==> config.mk <==
export PLATFORM = sky130hd
export DESIGN_NAME = spi_master_shifter_flat
export DESIGN_NICKNAME = d
export VERILOG_FILES = /design/src/rtl/spi_master_shifter_if.sv /design/src/rtl/spi_master_shifter.sv /design/src/flat_wrapper.sv
export SDC_FILE = /design/constraint.sdc
export NUM_CORES = 1
export LEC_CHECK = 0
export ABC_CLOCK_PERIOD_IN_PS = 4800
export CAP_MARGIN = 0
export CORE_MARGIN = 2
export CORE_UTILIZATION = 58
export CTS_CLUSTER_SIZE = 16
export DETAILED_ROUTE_END_ITERATION = 12
export PLACE_DENSITY = 0.77
export SYNTH_ARGS = -nofsm -noshare
export SYNTH_HDL_FRONTEND = slang
export SYNTH_SLANG_ARGS = --single-unit
==> constraint.sdc <==
create_clock -name PCLK -period 4.8 [get_ports PCLK]
set_input_delay 0.72 -clock PCLK [delete_from_list [all_inputs] [get_ports PCLK]]
set_output_delay 0.72 -clock PCLK [all_outputs]
set_load 0.01 [all_outputs]
==> src/rtl/spi_master_shifter_if.sv <==
// Upstream/engine bundle for the SPI master shifter: control fields, tx/rx data and SPI pins.
// The engine uses the slave modport; the register block (or a bench) drives the master side.
interface spi_master_shifter_if #(
    parameter int unsigned DATA_WIDTH = 8
);
    logic                  mstr;
    logic                  cpol;
    logic                  cpha;
    logic                  lsbfe;
    logic                  spiswai;
    logic [2:0]            sppr;
    logic [2:0]            spr;
    logic [1:0]            spi_mode;
    logic                  send_data;
    logic [DATA_WIDTH-1:0] mosi_data;
    logic                  miso;
    logic                  sclk;
    logic                  mosi;
    logic                  ss;
    logic                  tip;
    logic                  receive_data;
    logic [DATA_WIDTH-1:0] miso_data;

    modport master (
        output mstr, cpol, cpha, lsbfe, spiswai, sppr, spr, spi_mode, send_data, mosi_data, miso,
        input  sclk, mosi, ss, tip, receive_data, miso_data
    );

    modport slave (
        input  mstr, cpol, cpha, lsbfe, spiswai, sppr, spr, spi_mode, send_data, mosi_data, miso,
        output sclk, mosi, ss, tip, receive_data, miso_data
    );
endinterface

==> src/rtl/spi_master_shifter.sv <==
// SPI master transfer engine: one full-duplex byte per send_data pulse, baud set by sppr/spr.
// The tick ending LEAD is clock edge 1; edges 2..16 follow in XFER, then TRAIL ends the frame.
module spi_master_shifter #(
    parameter int unsigned DATA_WIDTH = 8,
    parameter int unsigned CNT_WIDTH  = 11
) (
    input  logic                  PCLK,
    input  logic                  PRESET,
    spi_master_shifter_if.slave   bus
);

    localparam int unsigned NumEdges = 2 * DATA_WIDTH;
    localparam int unsigned EdgeW    = $clog2(NumEdges + 1);

    typedef enum logic [1:0] {StIdle, StLead, StXfer, StTrail} state_e;

    state_e                  state_q, state_d;
    logic [CNT_WIDTH-1:0]    cnt_q, cnt_d;
    logic [EdgeW-1:0]        edge_q, edge_d;
    logic                    sclk_q, sclk_d;
    logic [DATA_WIDTH-1:0]   tx_q, tx_d;
    logic [DATA_WIDTH-1:0]   rx_q, rx_d;
    logic [DATA_WIDTH-1:0]   rdata_q, rdata_d;
    logic                    rvalid_q, rvalid_d;
    logic                    cpha_q, cpha_d;
    logic                    lsbfe_q, lsbfe_d;
    logic [2:0]              sppr_q, sppr_d;
    logic [2:0]              spr_q, spr_d;

    logic                    start;
    logic                    abort;
    logic                    freeze;
    logic                    tick;
    logic [CNT_WIDTH-1:0]    half_m1;
    logic [EdgeW-1:0]        edge_next;
    logic                    sample_now;
    logic                    shift_now;
    logic                    last_edge;
    logic [DATA_WIDTH-1:0]   tx_shift;
    logic [DATA_WIDTH-1:0]   rx_shift;

    assign start  = bus.send_data && bus.mstr && (bus.spi_mode == 2'b00);
    assign abort  = !bus.mstr || bus.spi_mode[1];
    assign freeze = (bus.spi_mode == 2'b01) && bus.spiswai;

    // Half-period minus one, from the configuration latched at start.
    assign half_m1 = ((CNT_WIDTH'(sppr_q) + CNT_WIDTH'(1)) << spr_q) - CNT_WIDTH'(1);
    assign tick    = (cnt_q == half_m1);

    assign edge_next = edge_q + EdgeW'(1);
    assign last_edge = (edge_next == EdgeW'(NumEdges));

    // cpha=0: sample odd edges, shift on even ones except the last.
    // cpha=1: sample even edges, shift on odd ones except edge 1, which only exposes bit 0 of the frame.
    assign sample_now = cpha_q ? !edge_next[0] : edge_next[0];
    assign shift_now  = cpha_q ? (edge_next[0] && (edge_next != EdgeW'(1)))
                               : (!edge_next[0] && !last_edge);

    assign tx_shift = lsbfe_q ? {1'b0, tx_q[DATA_WIDTH-1:1]} : {tx_q[DATA_WIDTH-2:0], 1'b0};
    assign rx_shift = lsbfe_q ? {bus.miso, rx_q[DATA_WIDTH-1:1]} : {rx_q[DATA_WIDTH-2:0], bus.miso};

    always_comb begin
        state_d  = state_q;
        cnt_d    = cnt_q;
        edge_d   = edge_q;
        sclk_d   = sclk_q;
        tx_d     = tx_q;
        rx_d     = rx_q;
        rdata_d  = rdata_q;
        rvalid_d = 1'b0;
        cpha_d   = cpha_q;
        lsbfe_d  = lsbfe_q;
        sppr_d   = sppr_q;
        spr_d    = spr_q;

        unique case (state_q)
            StIdle: begin
                sclk_d = bus.cpol;
                cnt_d  = '0;
                edge_d = '0;
                if (start) begin
                    tx_d    = bus.mosi_data;
                    rx_d    = '0;
                    cpha_d  = bus.cpha;
                    lsbfe_d = bus.lsbfe;
                    sppr_d  = bus.sppr;
                    spr_d   = bus.spr;
                    state_d = StLead;
                end
            end
            StLead, StXfer, StTrail: begin
                if (abort) begin
                    state_d = StIdle;
                    sclk_d  = bus.cpol;
                    cnt_d   = '0;
                    edge_d  = '0;
                end else if (!freeze) begin
                    if (!tick) begin
                        cnt_d = cnt_q + CNT_WIDTH'(1);
                    end else begin
                        cnt_d = '0;
                        if (state_q == StTrail) begin
                            state_d  = StIdle;
                            rvalid_d = 1'b1;
                            rdata_d  = rx_q;
                        end else begin
                            edge_d  = edge_next;
                            sclk_d  = ~sclk_q;
                            if (sample_now) rx_d = rx_shift;
                            if (shift_now)  tx_d = tx_shift;
                            state_d = last_edge ? StTrail : StXfer;
                        end
                    end
                end
            end
        endcase
    end

    always_ff @(posedge PCLK) begin
        if (PRESET) begin
            state_q  <= StIdle;
            cnt_q    <= '0;
            edge_q   <= '0;
            sclk_q   <= 1'b0;
            tx_q     <= '0;
            rx_q     <= '0;
            rdata_q  <= '0;
            rvalid_q <= 1'b0;
            cpha_q   <= 1'b0;
            lsbfe_q  <= 1'b0;
            sppr_q   <= '0;
            spr_q    <= '0;
        end else begin
            state_q  <= state_d;
            cnt_q    <= cnt_d;
            edge_q   <= edge_d;
            sclk_q   <= sclk_d;
            tx_q     <= tx_d;
            rx_q     <= rx_d;
            rdata_q  <= rdata_d;
            rvalid_q <= rvalid_d;
            cpha_q   <= cpha_d;
            lsbfe_q  <= lsbfe_d;
            sppr_q   <= sppr_d;
            spr_q    <= spr_d;
        end
    end

    assign bus.sclk         = sclk_q;
    assign bus.ss           = (state_q == StIdle);
    assign bus.tip          = (state_q != StIdle);
    assign bus.mosi         = (state_q != StIdle) &&
                              (lsbfe_q ? tx_q[0] : tx_q[DATA_WIDTH-1]);
    assign bus.receive_data = rvalid_q;
    assign bus.miso_data    = rdata_q;

endmodule

==> src/flat_wrapper.sv <==
// flat-port wrapper written by rule: the top's interface ports become plain ports
module spi_master_shifter_flat 
#(
    parameter int unsigned DATA_WIDTH = 8,
    parameter int unsigned CNT_WIDTH  = 11
)
  (PCLK, PRESET, bus_mstr, bus_cpol, bus_cpha, bus_lsbfe, bus_spiswai, bus_sppr, bus_spr, bus_spi_mode, bus_send_data, bus_mosi_data, bus_miso, bus_sclk, bus_mosi, bus_ss, bus_tip, bus_receive_data, bus_miso_data);
  spi_master_shifter_if #(.DATA_WIDTH(DATA_WIDTH)) bus_i ();
  input  logic PCLK;
  input  logic PRESET;
  input wire logic [$bits(bus_i.mstr)-1:0] bus_mstr;
  input wire logic [$bits(bus_i.cpol)-1:0] bus_cpol;
  input wire logic [$bits(bus_i.cpha)-1:0] bus_cpha;
  input wire logic [$bits(bus_i.lsbfe)-1:0] bus_lsbfe;
  input wire logic [$bits(bus_i.spiswai)-1:0] bus_spiswai;
  input wire logic [$bits(bus_i.sppr)-1:0] bus_sppr;
  input wire logic [$bits(bus_i.spr)-1:0] bus_spr;
  input wire logic [$bits(bus_i.spi_mode)-1:0] bus_spi_mode;
  input wire logic [$bits(bus_i.send_data)-1:0] bus_send_data;
  input wire logic [$bits(bus_i.mosi_data)-1:0] bus_mosi_data;
  input wire logic [$bits(bus_i.miso)-1:0] bus_miso;
  output wire logic [$bits(bus_i.sclk)-1:0] bus_sclk;
  output wire logic [$bits(bus_i.mosi)-1:0] bus_mosi;
  output wire logic [$bits(bus_i.ss)-1:0] bus_ss;
  output wire logic [$bits(bus_i.tip)-1:0] bus_tip;
  output wire logic [$bits(bus_i.receive_data)-1:0] bus_receive_data;
  output wire logic [$bits(bus_i.miso_data)-1:0] bus_miso_data;
  assign bus_i.mstr = bus_mstr;
  assign bus_i.cpol = bus_cpol;
  assign bus_i.cpha = bus_cpha;
  assign bus_i.lsbfe = bus_lsbfe;
  assign bus_i.spiswai = bus_spiswai;
  assign bus_i.sppr = bus_sppr;
  assign bus_i.spr = bus_spr;
  assign bus_i.spi_mode = bus_spi_mode;
  assign bus_i.send_data = bus_send_data;
  assign bus_i.mosi_data = bus_mosi_data;
  assign bus_i.miso = bus_miso;
  assign bus_sclk = bus_i.sclk;
  assign bus_mosi = bus_i.mosi;
  assign bus_ss = bus_i.ss;
  assign bus_tip = bus_i.tip;
  assign bus_receive_data = bus_i.receive_data;
  assign bus_miso_data = bus_i.miso_data;
  spi_master_shifter #(.DATA_WIDTH(DATA_WIDTH), .CNT_WIDTH(CNT_WIDTH)) u_core (.PCLK(PCLK), .PRESET(PRESET), .bus(bus_i));
endmodule
==> flow_metrics.py <==
metrics = {
    "outcome": {
        "status": "completed",
    },
    "clocking": {
        "clockBufferDepth": 2,
        "numCtsBuffers": 5,
        "cts_root_buf": "clkbuf_8",
        "clkLatencyLatePin_ns": 0.30,
        "h-tree-depth": 2,
        "cts_tree": "built",
        "cts-resized-gates": 0,
        "clock_sinks": 52,
        "clk_pin_slew_ns": 0.09,
        "post_cts_buffers": 0,
        "holdBufCountCts": 0,
    },
    "routing": {
        "route.detailed.drc": 0,
        "drtIter0Drc": 101,
        "ant_nets": 0,
        "routed-via-count": 3549,
        "drt-wirelength-per-cell_um": 16.9,
        "via_per_inst": 6.37,
        "routed_wl_mm": 9.42,
        "first_pass_iters": 5,
    },
    "yosys": {
        "syn_area_per_cell_um2": 8.03,
        "yosysSeqAreaShare_pct": 28.2,
        "synth_edf_count": 0,
        "synth_common_cells": "80 x nand2_1, 52 x dfxtp_1, 30 x mux2i_1",
        "synth_top_cell_area_share_pct": 28.2,
        "ys_async_sr_fraction_pct": 0,
        "synth.largest_area_cell": "dfxtp_1",
        "synthCells": 460,
        "syn_area_um2": 3690,
        "yosys-top-cells-area": "dfxtp_1 28%, mux2i_1 8.1%, nand2_1 8.1%",
        "synth_seq_cells": 52,
        "yosysMostFrequentCell": "nand2_1",
        "ys_warn_count": 0,
        "ys.flop_type": "dfxtp_1",
        "syn-num-nets": 490,
        "ys_types": 66,
    },
    "die": {
        "std_cell_rows": 29,
        "die_h_um": 83.8,
        "core_area_um2": 6240,
        "initial_core_util_pct": 59.2,
        "io_pins": 38,
        "fp.dieW_um": 83.8,
        "design.die.area_um2": 7020,
    },
    "timing": {
        "rsz0062_at_grt": "false",
        "setup_ws_ns": 0.556,
        "fin_crit_ns": 4.24,
        "finalHoldViolations": 0,
        "max_freq_mhz": 236,
        "post-route-period-util_pct": 88.4,
        "setup_tns_ns": 0,
        "worstMarginPinSlew_ns": 0.793,
        "relSlewSlack_pct": 46.9,
        "clock_skew_ns": 0.00616,
        "setup-violations-final": 0,
        "final_max_slew_viol_count": 0,
    },
    "placement": {
        "preCtsSetupSlack_ns": 0.577,
        "gp_congestion": 0.932,
        "port_buffers": 37,
        "dp_hpwl_mm": 6.72,
    },
    "power": {
        "p_leak_nw": 1.47,
        "power_frac_seq_pct": 51.3,
        "p_int_mw": 0.601,
        "p_comb_share_pct": 21.2,
        "p_per_area_nw_per_um2": 209,
        "vdd_drop_max_mv": 0.158,
        "switching_share_pct": 30.8,
        "p_switching_mw": 0.267,
        "power.total_mw": 0.869,
        "clkPwrFrac_pct": 27.6,
    },
    "cells_and_area": {
        "syn_to_final_growth_pct": 12.4,
        "drive_above_1_share_pct": 4.79,
        "diodes": 0,
        "multiInputGateArea_um2": 2470,
        "ff_latch_area_um2": 1040,
        "fillerInstances": 542,
        "finalNetCount": 510,
    },
    "grt": {
        "grt_max_degree": 39,
        "grt_pass1_wl_mm": 16.1,
        "antenna_found_initial": 0,
        "grt_pass1_vias": 3401,
        "grt_use_total_pct": 27.3,
        "globalRouteOverflowTotal": 0,
    },
    "worst_setup_path": {
        "crit_fanout": 14,
        "end_kind": "flip-flop",
        "rr_startpoint": "u_core.sppr_q[0]$_SDFFE_PP0P_",
        "arrival_ns": 4.39,
        "r2r_slack_ns": 0.56,
        "worst_r2r_endpoint": "u_core.edge_q[3]$_SDFFE_PP0P_",
        "rr_worst_depth": 12,
        "crit_required_ns": 4.95,
        "setup.worst_path.class": "reg2reg",
        "worst_setup_path_start_kind": "flip-flop",
    },
    "min_path": {
        "hold_depth": 2,
        "min_path_type": "reg2reg",
        "hp-start": "u_core.bus.miso_data[6]$_SDFFE_PP0P_",
        "min_to": "u_core.bus.miso_data[6]$_SDFFE_PP0P_",
    },
    "run": {
        "drv_cap": 0,
    },
}
-- critical path, stage by stage (launching register included) --
cell	delay [ns]
dfxtp_1	0.62
ha_1	0.41
nand2b_1	0.21
a21oi_1	0.09
nand2_1	0.10
ha_1	0.21
inv_1	0.08
a2111oi_2	0.38
nand2_1	0.12
xnor2_1	0.19
or4b_1	0.74
nor2_1	0.68
o311ai_0	0.25
-- metrics by stage --
stage | area, um^2 | hold WS, ns | instances | util, %
2_1_floorplan | 3690 | 0.451 | 460 | -
3_3_place_gp | 4070 | 0.444 | 550 | 65.2
3_5_place_dp | 4070 | 0.449 | 550 | 65.2
4_1_cts | 4150 | 0.465 | 557 | 66.5
5_1_grt | 4150 | 0.483 | 557 | 66.5
6_report | 4150 | 0.462 | 557 | 66.5
-- cells by family after synthesis --
| group | count (synthesis) | share of synthesized area, % |
|---|---|---|
| AOI/OAI and AO/OA | 97 | 20.5 |
| xor gates and xnor gates | 26 | 6.17 |
| muxes | 33 | 9.05 |
| adders and majority gates | 5 | 1.69 |
| and+or+nand+nor | 206 | 29.4 |
| DFF | 52 | 28.2 |
| buffers and inverters | 41 | 4.91 |
-- sequential cells by signal, summed over array words and instances, names as in the netlist --
signal / count
u_core.cpha_q: 1
u_core.bus.receive_data: 1
u_core.state_q: 2
u_core.bus.sclk: 1
u_core.cnt_q: 11
u_core.tx_q: 8
u_core.edge_q: 5
u_core.bus.miso_data: 8
u_core.rx_q: 8
u_core.sppr_q: 3
u_core.spr_q: 3
u_core.lsbfe_q: 1
-- how the worst max path moves through the flow --
| stage | from | to | slack [ns] | depth (start not counted) |
|---|---|---|---|---|
| after floorplan | u_core.sppr_q[1]$_SDFFE_PP0P_ | u_core.state_q[1]$_SDFFE_PP0P_ | 1.46 | 13 |
| after global placement | u_core.sppr_q[0]$_SDFFE_PP0P_ | u_core.bus.sclk$_SDFFE_PP0P_ | 0.78 | 12 |
| after detailed placement | u_core.sppr_q[0]$_SDFFE_PP0P_ | u_core.bus.sclk$_SDFFE_PP0P_ | 0.58 | 12 |
| after CTS | u_core.sppr_q[0]$_SDFFE_PP0P_ | u_core.bus.sclk$_SDFFE_PP0P_ | 0.57 | 12 |
| after global routing | u_core.sppr_q[0]$_SDFFE_PP0P_ | u_core.bus.sclk$_SDFFE_PP0P_ | 0.19 | 12 |
| final | u_core.sppr_q[0]$_SDFFE_PP0P_ | u_core.edge_q[3]$_SDFFE_PP0P_ | 0.56 | 12 |
-- power by group through the flow --
stage,Clock [mW],Sequential (mW),Combinational (mW)
2_1_floorplan,0,0.451,0.128
3_3_place_gp,0,0.455,0.178
3_5_place_dp,0,0.455,0.180
4_1_cts,0.248,0.445,0.181
5_1_grt,0.258,0.447,0.198
6_report,0.240,0.446,0.184
-- placed cells by master, fill, tap and decap left out, types with 5 or more instances in the layout --
cell type | synthesis | final
xor2_1 | 16 | 16
nand4_1 | 5 | 5
nor2b_1 | 5 | 5
clkdlybuf4s50_1 | 0 | 37
ha_1 | 5 | 5
nor3_1 | 10 | 10
clkbuf_8 | 0 | 5
or3_1 | 8 | 8
o2111ai_1 | 5 | 5
nand3_1 | 18 | 18
and3_1 | 6 | 6
o311ai_0 | 5 | 5
o21ai_0 | 5 | 5
xnor2_1 | 10 | 10
dfxtp_1 | 52 | 52
buf_4 | 4 | 8
a211oi_1 | 12 | 12
o211ai_1 | 9 | 9
and2_1 | 5 | 5
nand3b_1 | 5 | 5
mux2i_1 | 30 | 30
o32a_1 | 9 | 9
nor2_1 | 21 | 21
a21oi_1 | 16 | 16
nand2_1 | 80 | 80
inv_1 | 8 | 8
o31ai_1 | 9 | 9
nor4_1 | 14 | 14
-- layout make-up --
| class | instances | share of cell area (%) |
|---|---|---|
| multi-input combinational | 367 | 59.5 |
| timing repair buffer | 45 | 10.4 |
| clock inverter | 1 | 0.121 |
| sequential | 52 | 25.1 |
| inverter | 9 | 0.814 |
| tap | 77 | 2.32 |
| clock buffer | 6 | 1.75 |
-- layer usage --
metal  up-vias  GRT usage [%]  wire, um
met3        15           3.66       341
met5         -              0         0
li1       1762              -         -
met1      1686           34.1      4190
met2        86           48.4      4750
met4         0           8.65       142
Power figures use the tool's default switching activity.
